## config.mk

```make
export PLATFORM = sky130hd
export DESIGN_NAME = uart_tx_fifo_flat
export DESIGN_NICKNAME = d
export VERILOG_FILES = /design/src/rtl/uart_tx_fifo_if.sv /design/src/rtl/uart_tx_fifo.sv /design/src/flat_wrapper.sv
export SDC_FILE = /design/constraint.sdc
export NUM_CORES = 1
export LEC_CHECK = 0
export ABC_AREA = 0
export ABC_CLOCK_PERIOD_IN_PS = 3750
export BUFFER_PORTS_ARGS = -buffer_cell sky130_fd_sc_hd__buf_2
export CORE_MARGIN = 5
export CORE_UTILIZATION = 54
export DETAILED_ROUTE_END_ITERATION = 10
export HOLD_SLACK_MARGIN = 0.1
export PLACE_DENSITY = 0.73
export SKIP_LAST_GASP = 1
export SLEW_MARGIN = 40
export SYNTH_ARGS = -nofsm -noshare
export SYNTH_HDL_FRONTEND = slang
export SYNTH_SLANG_ARGS = --single-unit
```

## constraint.sdc

```tcl
create_clock -name clk -period 3.75 [get_ports clk]
set_input_delay 0.1875 -clock clk [delete_from_list [all_inputs] [get_ports clk]]
set_output_delay 0.1875 -clock clk [all_outputs]
set_load 0.02 [all_outputs]
```

## src/rtl/uart_tx_fifo_if.sv

```systemverilog
// rtl/uart_tx_fifo_if.sv - byte handshake, status and serial line bundle for uart_tx_fifo
interface uart_tx_fifo_if #(
    parameter int PAYLOAD_BITS = 8,
    parameter int FIFO_DEPTH   = 16
);
    logic [PAYLOAD_BITS-1:0]       tx_data;
    logic                          tx_valid;
    logic                          tx_ready;
    logic                          overflow_clr;
    logic                          overflow;
    logic                          uart_txd;
    logic                          tx_busy;
    logic [$clog2(FIFO_DEPTH):0]   fifo_count;

    modport master (
        output tx_data, tx_valid, overflow_clr,
        input  tx_ready, overflow, uart_txd, tx_busy, fifo_count
    );

    modport slave (
        input  tx_data, tx_valid, overflow_clr,
        output tx_ready, overflow, uart_txd, tx_busy, fifo_count
    );
endinterface

```

## src/rtl/uart_tx_fifo.sv

```systemverilog
// rtl/uart_tx_fifo.sv - FIFO-buffered UART transmitter, 8N1-style frames, zero-gap back-to-back
// Optional even parity bit when UART_TX_PARITY_EN is defined.
module uart_tx_fifo #(
    parameter int CLK_HZ       = 50000000,
    parameter int BIT_RATE     = 9600,
    parameter int PAYLOAD_BITS = 8,
    parameter int STOP_BITS    = 1,
    parameter int FIFO_DEPTH   = 16
) (
    input  logic            clk,
    input  logic            reset,
    uart_tx_fifo_if.slave   bus
);
    localparam int CPB = CLK_HZ / BIT_RATE;
    localparam int CW  = (CPB > 2) ? $clog2(CPB) : 1;
    localparam int BW  = $clog2(PAYLOAD_BITS + 1);
    localparam int AW  = $clog2(FIFO_DEPTH);

    localparam logic [CW-1:0] CYC_LAST  = CW'(CPB - 1);
    localparam logic [CW-1:0] CYC_ONE   = CW'(1);
    localparam logic [BW-1:0] DATA_LAST = BW'(PAYLOAD_BITS - 1);
    localparam logic [BW-1:0] STOP_LAST = BW'(STOP_BITS - 1);
    localparam logic [BW-1:0] BIT_ONE   = BW'(1);
    localparam logic [AW:0]   CNT_FULL  = (AW+1)'(FIFO_DEPTH);
    localparam logic [AW:0]   CNT_ONE   = (AW+1)'(1);
    localparam logic [AW-1:0] PTR_ONE   = AW'(1);

    typedef enum logic [2:0] {
        S_IDLE,
        S_START,
        S_DATA,
`ifdef UART_TX_PARITY_EN
        S_PARITY,
`endif
        S_STOP
    } state_t;

    state_t                   state, state_d;
    logic [CW-1:0]            cyc_cnt, cyc_d;
    logic [BW-1:0]            bit_cnt, bit_d;
    logic [PAYLOAD_BITS-1:0]  shreg;
    logic                     txd_q;
    logic                     ovf_q;
    logic                     push, pop, shift, bit_end;
    logic                     fifo_full, fifo_empty;

    logic [PAYLOAD_BITS-1:0]  mem [FIFO_DEPTH];
    logic [AW-1:0]            wr_ptr, rd_ptr;
    logic [AW:0]              count;

`ifdef UART_TX_PARITY_EN
    logic                     par_q;
`endif

    assign fifo_full  = (count == CNT_FULL);
    assign fifo_empty = (count == '0);
    assign push       = bus.tx_valid && !fifo_full;
    assign bit_end    = (cyc_cnt == CYC_LAST);

    always_comb begin
        state_d = state;
        cyc_d   = cyc_cnt + CYC_ONE;
        bit_d   = bit_cnt;
        pop     = 1'b0;
        shift   = 1'b0;
        case (state)
            S_IDLE: begin
                cyc_d = '0;
                bit_d = '0;
                if (!fifo_empty) begin
                    pop     = 1'b1;
                    state_d = S_START;
                end
            end
            S_START: begin
                if (bit_end) begin
                    cyc_d   = '0;
                    state_d = S_DATA;
                end
            end
            S_DATA: begin
                if (bit_end) begin
                    cyc_d = '0;
                    shift = 1'b1;
                    if (bit_cnt == DATA_LAST) begin
                        bit_d = '0;
`ifdef UART_TX_PARITY_EN
                        state_d = S_PARITY;
`else
                        state_d = S_STOP;
`endif
                    end else begin
                        bit_d = bit_cnt + BIT_ONE;
                    end
                end
            end
`ifdef UART_TX_PARITY_EN
            S_PARITY: begin
                if (bit_end) begin
                    cyc_d   = '0;
                    state_d = S_STOP;
                end
            end
`endif
            S_STOP: begin
                if (bit_end) begin
                    cyc_d = '0;
                    if (bit_cnt == STOP_LAST) begin
                        bit_d = '0;
                        // Reload straight into START so consecutive frames have no idle gap.
                        if (!fifo_empty) begin
                            pop     = 1'b1;
                            state_d = S_START;
                        end else begin
                            state_d = S_IDLE;
                        end
                    end else begin
                        bit_d = bit_cnt + BIT_ONE;
                    end
                end
            end
            default: begin
                state_d = S_IDLE;
                cyc_d   = '0;
                bit_d   = '0;
            end
        endcase
    end

    always_ff @(posedge clk or posedge reset) begin
        if (reset) begin
            state   <= S_IDLE;
            cyc_cnt <= '0;
            bit_cnt <= '0;
        end else begin
            state   <= state_d;
            cyc_cnt <= cyc_d;
            bit_cnt <= bit_d;
        end
    end

    // txd follows the registered state, so the line lags the state by one cycle uniformly.
    always_ff @(posedge clk or posedge reset) begin
        if (reset) begin
            shreg <= '0;
            txd_q <= 1'b1;
`ifdef UART_TX_PARITY_EN
            par_q <= 1'b0;
`endif
        end else begin
            if (pop) begin
                shreg <= mem[rd_ptr];
`ifdef UART_TX_PARITY_EN
                par_q <= ^mem[rd_ptr];
`endif
            end else if (shift) begin
                shreg <= shreg >> 1;
            end
            case (state)
                S_START:  txd_q <= 1'b0;
                S_DATA:   txd_q <= shreg[0];
`ifdef UART_TX_PARITY_EN
                S_PARITY: txd_q <= par_q;
`endif
                default:  txd_q <= 1'b1;
            endcase
        end
    end

    always_ff @(posedge clk) begin
        if (push) begin
            mem[wr_ptr] <= bus.tx_data;
        end
    end

    always_ff @(posedge clk or posedge reset) begin
        if (reset) begin
            wr_ptr <= '0;
            rd_ptr <= '0;
            count  <= '0;
        end else begin
            if (push) begin
                wr_ptr <= wr_ptr + PTR_ONE;
            end
            if (pop) begin
                rd_ptr <= rd_ptr + PTR_ONE;
            end
            if (push && !pop) begin
                count <= count + CNT_ONE;
            end else if (pop && !push) begin
                count <= count - CNT_ONE;
            end
        end
    end

    always_ff @(posedge clk or posedge reset) begin
        if (reset) begin
            ovf_q <= 1'b0;
        end else if (bus.tx_valid && fifo_full) begin
            ovf_q <= 1'b1;
        end else if (bus.overflow_clr) begin
            ovf_q <= 1'b0;
        end
    end

    assign bus.tx_ready   = !fifo_full;
    assign bus.overflow   = ovf_q;
    assign bus.uart_txd   = txd_q;
    assign bus.tx_busy    = (state != S_IDLE) || !fifo_empty;
    assign bus.fifo_count = count;
endmodule

```

## src/flat_wrapper.sv

```systemverilog
// flat-port wrapper written by rule: the top's interface ports become plain ports
module uart_tx_fifo_flat 
#(
    parameter int CLK_HZ       = 50000000,
    parameter int BIT_RATE     = 9600,
    parameter int PAYLOAD_BITS = 8,
    parameter int STOP_BITS    = 1,
    parameter int FIFO_DEPTH   = 16
)
  (clk, reset, bus_tx_data, bus_tx_valid, bus_overflow_clr, bus_tx_ready, bus_overflow, bus_uart_txd, bus_tx_busy, bus_fifo_count);
  uart_tx_fifo_if #(.PAYLOAD_BITS(PAYLOAD_BITS), .FIFO_DEPTH(FIFO_DEPTH)) bus_i ();
  input  logic clk;
  input  logic reset;
  input wire logic [$bits(bus_i.tx_data)-1:0] bus_tx_data;
  input wire logic [$bits(bus_i.tx_valid)-1:0] bus_tx_valid;
  input wire logic [$bits(bus_i.overflow_clr)-1:0] bus_overflow_clr;
  output wire logic [$bits(bus_i.tx_ready)-1:0] bus_tx_ready;
  output wire logic [$bits(bus_i.overflow)-1:0] bus_overflow;
  output wire logic [$bits(bus_i.uart_txd)-1:0] bus_uart_txd;
  output wire logic [$bits(bus_i.tx_busy)-1:0] bus_tx_busy;
  output wire logic [$bits(bus_i.fifo_count)-1:0] bus_fifo_count;
  assign bus_i.tx_data = bus_tx_data;
  assign bus_i.tx_valid = bus_tx_valid;
  assign bus_i.overflow_clr = bus_overflow_clr;
  assign bus_tx_ready = bus_i.tx_ready;
  assign bus_overflow = bus_i.overflow;
  assign bus_uart_txd = bus_i.uart_txd;
  assign bus_tx_busy = bus_i.tx_busy;
  assign bus_fifo_count = bus_i.fifo_count;
  uart_tx_fifo #(.CLK_HZ(CLK_HZ), .BIT_RATE(BIT_RATE), .PAYLOAD_BITS(PAYLOAD_BITS), .STOP_BITS(STOP_BITS), .FIFO_DEPTH(FIFO_DEPTH)) u_core (.clk(clk), .reset(reset), .bus(bus_i));
endmodule
```

==> results of run 1 <==
==> power groups by stage <==
stage                     clock network (mW)  registers, mW  logic (mW)
final                                   1.56           2.33       0.546
after global routing                    1.68           2.35       0.599
after CTS                               1.59           2.33       0.554
after detailed placement                   0           2.37       0.548
after global placement                     0           2.35       0.521
after floorplan                            0           2.35       0.356
==> routing by layer <==
| metal | up-vias | GRT usage | wire length, um |
|---|---|---|---|
| li1 | 1737 | - | - |
| met1 | 1926 | 0.2356 | 5571 |
| met2 | 105 | 0.2876 | 6588 |
| met3 | 19 | 0.04819 | 679 |
| met4 | 0 | 0.06633 | 283 |
| met5 | - | 0 | 0 |
==> cells by family after synthesis <==
logic type               after synthesis
AND/OR/NAND/NOR                      102
buffers and inverters                 35
flip-flops                           170
XOR/XNOR                              20
adder cells (fa/ha/maj)               18
multiplexers                          44
AO/OA/AOI/OAI                         47
==> worst paths after layout <==
| path | end | slack (ps) | cells past startpoint | start |
|---|---|---|---|---|
| worst max-delay path | u_core.bus.fifo_count[4] | 500 | 13 | u_core.state[1] |
| worst min register to register | u_core.bus.uart_txd | 510 | 2 | u_core.shreg[0] |
| max in group asynchronous | u_core.rd_ptr[0] | 2750 | 4 | reset |
| worst min-delay path | u_core.mem[2][7] | 160 | 1 | bus_tx_data[7] |
| worst max register to register | u_core.bus.fifo_count[4] | 500 | 13 | u_core.state[1] |
| min in group asynchronous | u_core.bus.fifo_count[3] | 230 | 3 | reset |
==> registers in the layout (all words and copies together), names as in the netlist <==
name                   flops
u_core.mem               128
u_core.bus.uart_txd        1
u_core.bus.overflow        1
u_core.bit_cnt             4
u_core.bus.fifo_count      5
u_core.wr_ptr              4
u_core.state               2
u_core.cyc_cnt            13
u_core.shreg               8
u_core.rd_ptr              4
==> synth_stat cells (2+ instances only) <==
| cell type | count | area (sq um) |
|---|---|---|
| nand2_1 | 22 | 82.58 |
| and3_1 | 7 | 43.79 |
| a21oi_1 | 12 | 60.06 |
| or3_1 | 3 | 18.77 |
| mux2_2 | 3 | 33.78 |
| buf_2 | 3 | 15.01 |
| nand4_1 | 3 | 18.77 |
| mux4_2 | 32 | 720.7 |
| nor2_1 | 29 | 108.9 |
| buf_1 | 3 | 11.26 |
| mux2i_1 | 9 | 90.09 |
| inv_1 | 16 | 60.06 |
| nor2b_1 | 3 | 18.77 |
| xor2_1 | 8 | 70.07 |
| buf_4 | 5 | 37.54 |
| ha_1 | 17 | 212.7 |
| a41oi_1 | 2 | 17.52 |
| nand2b_1 | 2 | 12.51 |
| nand3_1 | 8 | 40.04 |
| edfxtp_1 | 128 | 3844 |
| and2_1 | 2 | 12.51 |
| dfrtp_1 | 41 | 1026 |
| clkbuf_1 | 6 | 22.52 |
| nor3_1 | 9 | 45.04 |
| xnor2_1 | 11 | 96.34 |
| o21ai_0 | 12 | 60.06 |
| a22oi_1 | 16 | 120.1 |
==> final cells by class <==
| type | count | area, sq um |
|---|---|---|
| Timing Repair Buffer | 32 | 197.7 |
| Multi-Input combinational cell | 231 | 2106 |
| Clock inverter | 13 | 95.09 |
| Fill cell | 991 | 5126 |
| Tap cell | 176 | 220.2 |
| Clock buffer | 18 | 429.2 |
| Sequential cell | 170 | 4900 |
| Inverter | 17 | 63.81 |
==> timing repair <==
item                      CTS  global route
gates resized for setup     0             0
hold endpoints to repair    7             0
hold buffers                3             0
==> cell usage in the layout, fill, tap and decap left out, types with 3 or more instances in the layout <==
cell type        n
o21ai_0         12
or3_1            3
mux4_2          32
ha_1            17
xnor2_1         11
mux2_2           3
dlygate4sd3_1    3
clkinv_2         3
nand3_1          8
a21oi_1         12
and3_1           7
mux2i_1          9
nor2_1          29
nand2_1         22
inv_1           16
buf_2           20
inv_6            5
xor2_1           8
a22oi_1         16
edfxtp_1       128
nand4_1          3
nor2b_1          3
nor3_1           9
dfrtp_1         40
clkbuf_16       17
buf_4            9
==> impl_metrics.py, run 1 <==
metrics = {
    "status": {
        "status": "finished, final reports clean",
    },
    "yosys": {
        "synthAdderAreaFrac": 0.03249,
        "synth-simple-area-share": 0.07703,
        "yosysSeqAreaShare": 0.6835,
        "synthFlopType": "edfxtp_1",
        "synth_edf_count": 128,
        "synth_xor_area_frac": 0.02550,
        "synth_cells": 436,
        "synth_top_family_by_area": "multiplexers",
        "yosysUniqueCellTypes": 51,
        "async_reset_ff_frac": 0.2471,
        "syn-num-nets": 466,
        "yosysWarnings": 0,
        "synth_compound_area_frac": 0.04105,
        "avgSynthCellArea_sq_um": 16.43,
        "synthMuxAreaShare": 0.1179,
        "netlist_area_sq_um": 7163,
        "ys_ff_latch": 170,
    },
    "power": {
        "pwr-share-seq": 0.526,
        "vdd_drop_max_mv": 0.4531,
        "internal_power_mw": 3.279,
        "power_density_nw_per_um2": 553.5,
        "swShare": 0.2605,
        "power_frac_comb": 0.123,
        "finalPower_mw": 4.434,
        "power.leakage_nw": 2.941,
        "clock_power_share": 0.351,
        "p_sw_mw": 1.155,
    },
    "clock_network": {
        "path_clk_slew_ps": 60,
        "h-tree-depth": 4,
        "numClockSinks": 170,
        "tritoncts": "yes",
        "post_cts_buffers": 0,
        "cts_root_buffer": "clkbuf_16",
        "clock_path_buffers": 2,
        "clk_latency_ps": 420,
        "cts_made_buffers": 17,
    },
    "timing": {
        "max_freq_mhz": 307.4,
        "timing.hold.ws_ps": 159.7,
        "rsz0062_at_grt": "no",
        "setup_tns_ps": 0,
        "slew_viol_final": 0,
        "max_slew_margin": 0.4519,
        "finalHoldViolations": 0,
        "finalCriticalPeriod_ps": 3253,
        "clock_skew_ps": 6.954,
        "worst_pin_slew_ps": 819.2,
        "setup_ws_ps": 497.4,
        "period_share": 0.8674,
        "setup_viol": 0,
    },
    "worst_setup_path": {
        "arrival_ps": 3590,
        "critical_path_class": "reg2reg",
        "cpMostUsedCell": "ha_1",
        "path_buf_inv": 2,
        "critical_path.top_delay_family": "simple AND/OR/NAND/NOR gates",
        "cp-end-kind": "flop",
        "crit_required_ps": 4090,
        "worst_path_largest_cell_delay_ps": 440,
        "start_kind": "flop",
        "path_cells": "ha_1 -> nor4bb_1 -> a41oi_1 -> nor3_2 -> inv_2 -> ha_1 -> inv_1 -> ha_1 -> nor2b_1 -> o21a_1 -> or3_1 -> a21oi_1 -> xor2_1",
        "crit_fanout": 8,
        "cp_slowest_cell": "dfrtp_1",
    },
    "detailed_routing": {
        "routed_via_density": 5.764,
        "antenna_left": 0,
        "wl_um": 13120,
        "drt_first_pass_iters": 5,
        "wire_per_inst_um": 19.97,
        "vias": 3787,
        "drtIter0Drc": 405,
        "drc": 0,
    },
    "cells_and_area": {
        "drive_above_1_share": 0.2162,
        "syn2layout_area_growth_pct": 11.84,
        "layout.nets": 499,
        "fin_area_sq_um": 8011,
        "final_util": 0.6098,
        "fin_cells": 657,
        "diodes": 0,
    },
    "placement": {
        "place_congestion": 0.8115,
        "pre_cts_slack_ps": 535.3,
        "place_area_sq_um": 7455,
        "port_buffers": 20,
        "place_hpwl_um": 8577,
        "placed_cells": 623,
    },
    "hold_path": {
        "hold_path_class": "in2reg",
    },
    "floorplanning": {
        "fp.dieH_um": 125.2,
        "dieWidth_um": 125.2,
        "rows": 42,
        "io_pins": 21,
        "die_area_sq_um": 15670,
        "core_area_sq_um": 13140,
        "start_util": 0.5452,
    },
    "flow_run": {
        "drv_cap": 0,
    },
    "global_routing": {
        "grt_first_pass_wirelength_um": 21180,
        "track_usage": 0.1784,
        "grt_overflow": 0,
        "first_global_vias": 3990,
        "grt_max_degree": 37,
        "antenna_found_initial": 0,
    },
}
Note: power is estimated with default switching activity, not from simulation.
==> inputs of run 2 (changes only) <==
--- a/config.mk
+++ b/config.mk
@@ -13,6 +13,7 @@
 export DETAILED_ROUTE_END_ITERATION = 10
 export HOLD_SLACK_MARGIN = 0.1
 export PLACE_DENSITY = 0.73
+export REMOVE_ABC_BUFFERS = 1
 export SKIP_LAST_GASP = 1
 export SLEW_MARGIN = 40
 export SYNTH_ARGS = -nofsm -noshare
==> run 2 against run 1 <==
Final cell count shrank 0.30%. Critical path type unchanged. Register-to-register slack improved by 40 ps. Highest routed layer unchanged. Core utilization up 0.53 points.
==> impl_metrics.py, run 2 (same netlist as run 1, synthesis figures left out) <==
metrics = {
    "cells_and_area": {
        "fin_area_sq_um": 8082,
        "reg_top3": "u_core.mem x128, u_core.cyc_cnt x13, u_core.shreg x8",
        "layout.nets": 497,
        "diodes": 0,
        "mostFrequentLayoutCells": "128 x edfxtp_1, 39 x dfrtp_1, 32 x mux4_2, 29 x nor2_1, 22 x nand2_1",
        "final_util": 0.6151,
        "seq_area_sq_um": 4901,
        "largest-register": "u_core.mem",
        "syn2layout_area_growth_pct": 12.82,
        "final_common_cell": "edfxtp_1",
        "multi_input_area_sq_um": 2106,
        "largest_reg_flops": 128,
        "nFillCells": 951,
        "drive_above_1_share": 0.2171,
    },
    "placement": {
        "place_hpwl_um": 8284,
        "place_congestion": 0.8055,
        "place_area_sq_um": 7443,
        "port_buffers": 20,
    },
    "detailed_routing": {
        "wl_um": 13030,
        "drc": 0,
        "vias": 3756,
        "routed_via_density": 5.734,
        "drtIter0Drc": 269,
        "drt_first_pass_iters": 5,
        "wire_per_inst_um": 19.90,
        "antenna_left": 0,
    },
    "clock_network": {
        "cts_root_buffer": "clkbuf_16",
        "h-tree-depth": 4,
        "clock_path_buffers": 2,
        "numClockSinks": 170,
        "cts_made_buffers": 17,
        "clk_latency_ps": 420,
        "tritoncts": "yes",
        "cts_resized": 0,
        "path_clk_slew_ps": 70,
    },
    "global_routing": {
        "grt_first_pass_wirelength_um": 21230,
        "first_global_vias": 3878,
        "grt_overflow": 0,
        "antenna_found_initial": 0,
        "grt_max_degree": 43,
        "track_usage": 0.1795,
    },
    "worst_setup_path": {
        "crit_required_ps": 4100,
        "start_kind": "flop",
        "crit_start": "u_core.state[1]",
        "r2r_slack_ps": 540,
        "cp-end-kind": "flop",
        "critical_path_class": "reg2reg",
        "rr_worst_depth": 13,
        "arrival_ps": 3560,
        "crit_end": "u_core.bus.fifo_count[4]",
        "reg2reg_to": "u_core.bus.fifo_count[4]",
        "crit_fanout": 8,
        "reg2reg_from": "u_core.state[1]",
    },
    "flow_run": {
        "drv_cap": 0,
    },
    "timing": {
        "setup_tns_ps": 0,
        "finalHoldViolations": 0,
        "finalCriticalPeriod_ps": 3210,
        "timing.hold.ws_ps": 154.9,
        "max_freq_mhz": 311.5,
        "max_slew_margin": 0.4559,
        "rsz0062_at_grt": "no",
        "setup_viol": 0,
        "slew_viol_final": 0,
        "worst_pin_slew_ps": 813.2,
        "period_share": 0.8561,
        "clock_skew_ps": 7.579,
    },
    "hold_path": {
        "hold_path_class": "in2reg",
        "hp-start": "bus_tx_data[7]",
    },
    "floorplanning": {
        "core_area_sq_um": 13140,
        "rows": 42,
        "die_area_sq_um": 15670,
        "fp.dieH_um": 125.2,
        "dieWidth_um": 125.2,
        "io_pins": 21,
        "start_util": 0.5452,
    },
    "power": {
        "power.leakage_nw": 2.965,
        "internal_power_mw": 3.494,
        "pwr-share-seq": 0.500,
        "power_density_nw_per_um2": 578.1,
        "power_frac_comb": 0.114,
        "swShare": 0.2521,
        "clock_power_share": 0.386,
        "vdd_drop_max_mv": 0.5063,
        "p_sw_mw": 1.178,
    },
    "status": {
        "status": "finished, final reports clean",
    },
}
-- run 2: worst min path at each step --
stage                                          end  slack [ps]  cells past startpoint
after CTS                         u_core.mem[2][7]         130                      1
after global placement    u_core.bus.fifo_count[3]         340                      3
final                             u_core.mem[2][7]         150                      1
after global routing              u_core.mem[1][7]         140                      1
after detailed placement  u_core.bus.fifo_count[3]         350                      3
after floorplan                   u_core.mem[0][0]         290                      0
-- run 2: through the flow --
step                      setup slack [ps]  std cells  total power, mW
final                                539.6        655            4.672
after global routing                 118.3        655            4.877
after CTS                            523.5        655            4.705
after detailed placement             564.5        621            2.902
after global placement               651.0        621            2.874
after floorplan                      442.5        418            2.704
-- run 2: worst max-delay path: stages (launching register included) --
cell	delay, ps
dfrtp_1	440
ha_1	290
nor4bb_1	280
a41oi_1	170
nor3_2	230
inv_2	130
ha_1	270
inv_1	140
ha_1	260
nor2b_1	130
o21a_1	170
or3_1	300
a21oi_1	170
xor2_1	150
-- run 2: repair_timing --
| item | CTS | global route |
|---|---|---|
| endpoints found under the hold margin | 42 | 0 |
| setup endpoints to repair | 0 | 0 |
| hold buffers | 3 | 0 |
| setup buffers | 0 | 0 |
-- run 2: power by group through the flow --
| stage | registers [mW] | clock network [mW] | logic (mW) |
|---|---|---|---|
| 6_report | 2.33 | 1.80 | 0.534 |
| 5_1_grt | 2.35 | 1.93 | 0.598 |
| 4_1_cts | 2.33 | 1.83 | 0.541 |
| 3_5_place_dp | 2.37 | 0 | 0.534 |
| 3_3_place_gp | 2.36 | 0 | 0.519 |
| 2_1_floorplan | 2.37 | 0 | 0.331 |
-- run 2: routing by layer --
| metal | track usage | vias up | share of wire |
|---|---|---|---|
| li1 | - | 1736 | - |
| met1 | 0.2412 | 1922 | 0.44 |
| met4 | 0.07079 | 0 | 0.024 |
| met2 | 0.2825 | 77 | 0.50 |
| met3 | 0.04861 | 21 | 0.039 |
| met5 | 0 | - | 0 |
-- run 2: layout make-up --
class	count	area share
sequential	170	0.6064
multi-input combinational	231	0.2606
clock buffer	18	0.05310
tap	176	0.02725
timing repair buffer	30	0.02260
clock inverter	13	0.02214
inverter	17	0.007896
